### src/rtl/decod_pkg.sv
// Shared encodings for the one-hot decoder / scanner block.
package decod_pkg;

   // Operating mode as presented on the mode input
   typedef enum logic [1:0] {
      MODE_STATIC = 2'b00,
      MODE_PULSE  = 2'b01,
      MODE_SCAN   = 2'b10,
      MODE_RSVD   = 2'b11
   } mode_e;

   // Controller states; one per usable mode plus an idle/disabled state
   typedef enum logic [1:0] {
      ST_IDLE   = 2'd0,
      ST_STATIC = 2'd1,
      ST_PULSE  = 2'd2,
      ST_SCAN   = 2'd3
   } state_e;

   // State selected at an edge: disable or the reserved mode park the block in IDLE
   function automatic state_e next_state(input logic en, input logic [1:0] mode);
      state_e st;
      st = ST_IDLE;
      if (en) begin
         case (mode_e'(mode))
            MODE_STATIC: st = ST_STATIC;
            MODE_PULSE:  st = ST_PULSE;
            MODE_SCAN:   st = ST_SCAN;
            default:     st = ST_IDLE;
         endcase
      end
      return st;
   endfunction

endpackage

### src/rtl/decod_onehot.sv
// Combinational W-to-2**W one-hot decoder.
module decod_onehot #(
   parameter int unsigned W = 3
) (
   input  logic [W-1:0]        idx_i,
   output logic [(2**W)-1:0]   onehot_o
);

   // Exactly one bit set, at position idx_i
   always_comb begin
      onehot_o        = '0;
      onehot_o[idx_i] = 1'b1;
   end

endmodule

### src/rtl/decod_scan.sv
// One-hot decoder with static, single-pulse and dwell-timed scan modes.
module decod_scan
   import decod_pkg::*;
#(
   parameter int unsigned W     = 3,
   parameter int unsigned DWELL = 4
) (
   input  logic                clk,
   input  logic                rst,
   input  logic                en,
   input  logic [1:0]          mode,
   input  logic [W-1:0]        sel,
   input  logic                load,
   output logic [(2**W)-1:0]   d,
   output logic [W-1:0]        idx,
   output logic                wrap
);

   localparam int unsigned N        = 2**W;
   localparam int unsigned CW       = (DWELL > 1) ? $clog2(DWELL) : 1;
   localparam logic [CW-1:0] CNT_LAST = CW'(DWELL - 1);
   localparam logic [W-1:0]  IDX_LAST = W'(N - 1);

   state_e          state_q, state_d;
   logic [W-1:0]    idx_q, idx_d;
   logic [CW-1:0]   cnt_q, cnt_d;
   logic [CW-1:0]   cnt_cur;
   logic [N-1:0]    d_q, d_d;
   logic            wrap_q, wrap_d;
   logic            load_prev_q;
   logic            load_rise;
   logic            d_on;
   logic [N-1:0]    onehot;

   // Decode of the index that will be registered this edge
   decod_onehot #(
      .W (W)
   ) u_onehot (
      .idx_i    (idx_d),
      .onehot_o (onehot)
   );

   // Next-state, dwell counter and output selection
   always_comb begin
      state_d   = next_state(en, mode);
      idx_d     = idx_q;
      cnt_d     = '0;
      wrap_d    = 1'b0;
      d_on      = 1'b0;
      load_rise = load & ~load_prev_q;
      // A scan entered from any other state always starts a fresh dwell
      cnt_cur   = (state_q == ST_SCAN) ? cnt_q : '0;

      case (state_d)
         ST_STATIC: begin
            idx_d = sel;
            d_on  = 1'b1;
         end
         ST_PULSE: begin
            if (load_rise) begin
               idx_d = sel;
               d_on  = 1'b1;
            end
         end
         ST_SCAN: begin
            d_on = 1'b1;
            if (load) begin
               // Load wins over any advance or wrap due this cycle
               idx_d = sel;
            end else if (cnt_cur == CNT_LAST) begin
               idx_d  = idx_q + W'(1);
               wrap_d = (idx_q == IDX_LAST);
            end else begin
               cnt_d = cnt_cur + CW'(1);
            end
         end
         default: begin
         end
      endcase

      d_d = d_on ? onehot : '0;
   end

   // State and output registers; previous-load tracks load in every state
   always_ff @(posedge clk or posedge rst) begin
      if (rst) begin
         state_q     <= ST_IDLE;
         idx_q       <= '0;
         cnt_q       <= '0;
         d_q         <= '0;
         wrap_q      <= 1'b0;
         load_prev_q <= 1'b0;
      end else begin
         state_q     <= state_d;
         idx_q       <= idx_d;
         cnt_q       <= cnt_d;
         d_q         <= d_d;
         wrap_q      <= wrap_d;
         load_prev_q <= load;
      end
   end

   assign d    = d_q;
   assign idx  = idx_q;
   assign wrap = wrap_q;

endmodule

### config.mk
export PLATFORM = sky130hd
export DESIGN_NAME = decod_scan
export DESIGN_NICKNAME = d
export VERILOG_FILES = /design/src/rtl/decod_pkg.sv /design/src/rtl/decod_onehot.sv /design/src/rtl/decod_scan.sv
export SDC_FILE = /design/constraint.sdc
export NUM_CORES = 1
export LEC_CHECK = 0
export CAP_MARGIN = 20
export CORE_MARGIN = 5
export CORE_UTILIZATION = 35
export CTS_BUF_LIST = sky130_fd_sc_hd__clkbuf_4
export DETAILED_ROUTE_END_ITERATION = 7
export HOLD_SLACK_MARGIN = 0.02
export PLACE_DENSITY_LB_ADDON = 0.2
export SYNTH_ARGS = -nofsm -noshare
export SYNTH_HDL_FRONTEND = slang
export SYNTH_SLANG_ARGS = --single-unit
### constraint.sdc
create_clock -name clk -period 2.1 [get_ports clk]
set_input_delay 0.525 -clock clk [delete_from_list [all_inputs] [get_ports clk]]
set_output_delay 0.525 -clock clk [all_outputs]
set_load 0.02 [all_outputs]
# Word-level counts from Yosys, hierarchy flattened
# Cells that the tools add are included.
# totals
output_inout_bits	12
wordCells	41
inputBits	9
register_bits	17
# classes
bitwise	2
n_mux	18
add_sub_neg	2
n_eq_ne	8
n_reduce_logical	3
n_lt_le_gt_ge	2
# ops
cell	count
$eq 2x2->1 const B	5
$mux 2	5
$mux 3	3
$pmux 3 s3	1
$mux 8	1
$pmux 2 s3	1
$mux 1	5
$eq 2x1->1 const B	2
$lt 3x4->1 const B	1
$add 3x1->3 const B	1
$demux 1 s3	1
$eq 3x3->1 const B	1
$ge 3x1->1 const B	1
$add 2x1->2 const B	1
$logic_not 2->1	1
$pmux 1 s2	1
$reduce_or 2->1	1
$and 1x1->1	1
$logic_and 1x1->1	1
$not 1->1	1

# Logic depth before layout (Yosys ltp)
# depth
ltp_word	11
mapped_depth	7
ltp_nobuf	7

# Modules after synthesis
# Synthesis repeated with hierarchy kept, for this count alone.
# hier_totals
hier_cells	80
area_unflattened_um2	928.4
# modules_own_cells
mod	area_each_um2	n_inst	seq_area_each_um2	cells_each
decod_scan	863.3	1	425.4	72
decod_onehot	65.1	1	0.0	8

# Worst setup path before layout
# Ideal clock, no wire load.
# synth_path
path_type	input port to flip-flop
startpoint	input port mode[0]
endpoint	register d_q[5], in the netlist d[5]
setup_time_ns	0.080
t_required_ns	2.020
n_path_buf	0
path_slack_ns	0.174
path_stages	7
arrival_ns	1.846
path_cell_list	inv_1 -> ha_1 -> nand4b_1 -> or4_4 -> o221ai_4 -> inv_6 -> nor3b_2
# synth_via
elab_chain_len	10
word_cells_on_any_way	17
classes_between	order compare: 2; eq/ne: 5; mux: 7; reduce/logical: 3
# synth_lines
element	line	text
start: declaration	decod_scan.sv:11	input logic [1:0] mode,
$eq 2x2->1 (tied with other cells)	decod_pkg.sv:25	case (mode_e'(mode))
$pmux 2 s3 *	decod_pkg.sv:25	
$mux 2 *	decod_pkg.sv:24	if (en) begin
$eq 2x2->1 or $eq 2x1->1 (tied branches)	decod_scan.sv:54	case (state_d)
$pmux 3 s3 *	decod_scan.sv:54	
via idx_d[1]	decod_scan.sv:25	logic [W-1:0] idx_q, idx_d;
$lt 3x4->1 (not written as such) or $ge 3x1->1 (tied branches)	decod_onehot.sv:12	onehot_o[idx_i] = 1'b1;
$logic_and 1x1->1 (not written as such)	decod_onehot.sv:12	
$mux 1 (not written as such)	decod_onehot.sv:12	
$demux 1 s3 *	--	
$mux 8 *	decod_scan.sv:81	d_d = d_on ? onehot : '0;
via d_d[5]	decod_scan.sv:28	logic [N-1:0] d_q, d_d;
end signal: assignment	decod_scan.sv:90	d_q <= '0;
end signal: assignment	decod_scan.sv:97	d_q <= d_d;
end: declaration	decod_scan.sv:28	
# The timed path passes the listed nets; every way through them passes the cells marked *.

# Worst setup path after layout
# layout_path
startpoint	input port load
endpoint	register d_q[5], in the netlist d[5]
# layout_via
elab_chain_len	8
word_cells_on_any_way	12
classes_between	order compare: 2; mux: 8; bitwise: 1; reduce/logical: 1
# layout_lines
element	line	text
start: declaration	decod_scan.sv:13	input logic load,
$and 1x1->1	decod_scan.sv:50	load_rise = load & ~load_prev_q;
$mux 3	decod_scan.sv:60	if (load_rise) begin
$pmux 3 s3 *	decod_scan.sv:54	
via idx_d[1]	decod_scan.sv:25	
$lt 3x4->1 (not written as such) or $ge 3x1->1 (tied branches)	decod_onehot.sv:12	
$logic_and 1x1->1 (not written as such)	decod_onehot.sv:12	
$mux 1 (not written as such)	decod_onehot.sv:12	
$demux 1 s3 *	--	
$mux 8 *	decod_scan.sv:81	
via d_d[5]	decod_scan.sv:28	
# Marks and branches as above.

==> metrics.md <==
| Metric | Value |
|---|---|
| Sequential cell area | 425 sq um |
| Die outline area | 3530 sq um |
| Drt wl/cell | 13.3 um |
| Final global-route overflow total | 0 |
| Final ANT Viol Nets | 0 |
| Worst hold-check path type | flop to flop |
| Gate count of the mapped netlist | 71 |
| Horizontal die dimension | 59.4 um |
| # clock sinks | 17 |
| Drt pass-1 iters | 4 |
| Number of placed instances with taps included | 134 |
| Synthesized flop and latch total | 17 |
| Category of the critical setup timing path | input port to flop |
| Maximum clock frequency | 511 MHz |
| Syn-to-layout area delta | 49.1% |
| Cell types with the largest area share after synthesis | sky130_fd_sc_hd__dfrtp_1, sky130_fd_sc_hd__ha_1, sky130_fd_sc_hd__o221ai_4, sky130_fd_sc_hd__and3_1, sky130_fd_sc_hd__nor3b_2 |
| Filler cell count | 199 |
| Number of remaining DRC errors | 0 |
| Std-Cell Core Area | 2280 sq um |
| Mean area per synthesized cell | 12.0 sq um |
| Number of buffers added on ports | 20 |
| Initial DRC Count | 5 |
| Number of cells traversed by the worst register-to-register path | 7 |
| Vias per inst | 4.89 |
| Worst relative slew slack | 59.0% |
| Post-detailed-placement half-perimeter wirelength | 1490 um |
| Final Skew | 0.00320 ns |
| Weighted congestion reported at the end of routability-driven placement | 0.822 |
| Clk buf depth | 2 |
| Boundary pin count | 21 |
| Clk Tree Root Cell | sky130_fd_sc_hd__clkbuf_4 |
| Wire length of the first global-routing pass | 3070 um |
| Clock transition at the registers of the reported paths | 0.09 ns |
| Combined area of the multi-input logic cells | 425 sq um |
| Total clock buffers created by CTS | 3 |
| Yosys Warn Count | 0 |
| Number of distinct library cells after synthesis | 29 |
| Initial antenna violation count | 0 |
| Via count of the routed design | 685 |
| Fin cells | 140 |
| Critical Path Slowest Stage Cell | sky130_fd_sc_hd__clkdlybuf4s50_1 |
| Setup repair after global routing missed its margin | no |
| Portion of synthesized cell area occupied by the leading cell type | 49.9% |
| Most common library cell in the layout ignoring fill and taps | sky130_fd_sc_hd__clkdlybuf4s50_1 |
| Nature of the critical path startpoint | input port |
| Post-synthesis cell area | 853 sq um |
| Pin count of the biggest net entering global routing | 18 |
| Tmin final | 1.96 ns |
| Number of hold buffers added after CTS | 0 |
| Number of endpoints with negative hold slack in the final report | 0 |
| GRT Util Overall | 12.0% |
| Maximum resistive drop on vdd | 0.000478 V |
| Cell-by-cell trace of the critical path | clkdlybuf4s50_1 -> nand2b_1 -> mux2_2 -> o221ai_4 -> inv_6 -> nor3b_2 |
| Most frequent cells in the layout | sky130_fd_sc_hd__clkdlybuf4s50_1, sky130_fd_sc_hd__dfrtp_1, sky130_fd_sc_hd__buf_4 |
| Nature of the critical path endpoint | flop |
| Worst skew pair latency | 0.28 ns |
| Nets in the synthesized netlist | 85 |
| Leakage power | 0.598 nW |
| Clock tree from TritonCTS | yes |
| Sequential share of the synthesized area | 49.9% |
| Fin nets | 127 |
| Via count of the first global-routing pass | 675 |
| Critical path data arrival time | 2.17 ns |
| Status | complete, no violations |
| Critical path peak fanout | 6 |
| Most area-hungry cell type in the Yosys netlist | sky130_fd_sc_hd__dfrtp_1 |
| Summed area of non-filler cells in the final layout | 1270 sq um |
| # rows | 17 |
| Placed cell area | 1200 sq um |
| Initial core utilization | 37.5% |
| Least-Margin Pin Slew | 0.615 ns |
| Max Slew Vio Count | 0 |
| Worst path required time | 2.31 ns |
| Die height | 59.4 um |
| Peak per-stage delay on the critical path | 0.60 ns |
| # setup viols final | 0 |
| Layout cell share with drive strength beyond 1 | 33.9% |
| PwrDens | 651 nW/um^2 |
| Number of max-capacitance violations reported | 0 |
| Number of H-tree levels | 1 |
| Final antenna diode count | 0 |
| Post-route fraction of the period consumed by the critical path | 93.2% |
| Min-Delay Path Depth | 2 |
| Total routed wirelength | 1860 um |
path summary, 6_finish.rpt:
| kind | start | endpoint | slack, ns |
|---|---|---|---|
| hold / removal | idx[2] | idx[2] | 0.58 |
| setup reg to reg | state_q[0] | d[5] | 0.16 |
| setup / recovery | load | d[5] | 0.14 |
| min in group asynchronous | rst | d[3] | 0.61 |
| hold reg to reg | idx[2] | idx[2] | 0.58 |
| max in group asynchronous | rst | d[6] | 1.09 |
repair_timing:
action / CTS / global route
resized for setup: 7 / 2
endpoints found under the setup margin: 9 / 4
pin swaps: 9 / 1
cloned: 0 / 0
buffers inserted: 2 / 0
metrics by stage:
step                      TNS, ns  power [mW]  worst slack, ns  hold slack [ns]  util, %
after floorplan                 0       0.518            0.174            0.451        -
after global placement      -3.30       0.641           -0.365            0.557     52.8
after detailed placement    -4.08       0.650           -0.425            0.557     52.8
after CTS                       0       0.843           0.0432            0.578     55.4
after global routing            0       0.891           0.0261            0.623     55.9
final                           0       0.828            0.144            0.576     55.9
Yosys cell counts, drive strengths merged:
cell and n:
nand2 3, o31ai 1, nand2b 3, o21ai 1, and3 4, o211ai 1, o21a 1, nor3b 4
nand3 1, and2 1, dfrtp 17, inv 7, mux2i 2, or4 1, ha 5, a211o 2
xnor2 1, o221ai 1, a21oi 1, mux2 3, nor2b 1, nand4b 1, a211oi 1, nor2 2
nor3 6
flip-flops by register name (all words and copies together) (netlist names):
| register | count |
|---|---|
| cnt_q | 2 |
| d | 8 |
| idx | 3 |
| load_prev_q | 1 |
| state_q | 2 |
| wrap | 1 |
where the power goes:
part	internal (mW)	leakage, nW	switching [mW]
Clock	0.0867	0.0184	0.0910
Combinational	0.146	0.354	0.133
Sequential	0.352	0.226	0.0192
Total	0.585	0.598	0.244
per-layer routing:
metal  GRT usage, %  share of wire (%)
met1           14.2                 44
met2           19.7                 49
met5              0                  0
met4           3.88                1.1
met3           4.79                5.9
final cells by class:
type	count	share of cell area, %
Clock buffer	4	2.36
Tap cell	28	2.75
Multi-Input combinational cell	47	33.4
Timing Repair Buffer	37	25.6
Sequential cell	17	33.4
Inverter	7	2.46
worst max-delay path, delay by kind of cell:
family,cells,cell delay [ns]
buffers and inverters,2,0.67
multiplexers,1,0.36
AND/OR/NAND/NOR,2,0.33
AO/OA/AOI/OAI,1,0.29
kinds of logic after synthesis:
group | count (synthesis) | share of synthesized area (%)
flip-flops | 17 | 49.9
XOR/XNOR | 1 | 1.03
AND/OR/NAND/NOR | 27 | 21.1
multiplexers | 5 | 6.74
buffers and inverters | 7 | 3.67
adder cells (fa/ha/maj) | 5 | 7.33
AO/OA/AOI/OAI | 9 | 10.3
(Power assumes the default switching activity.)
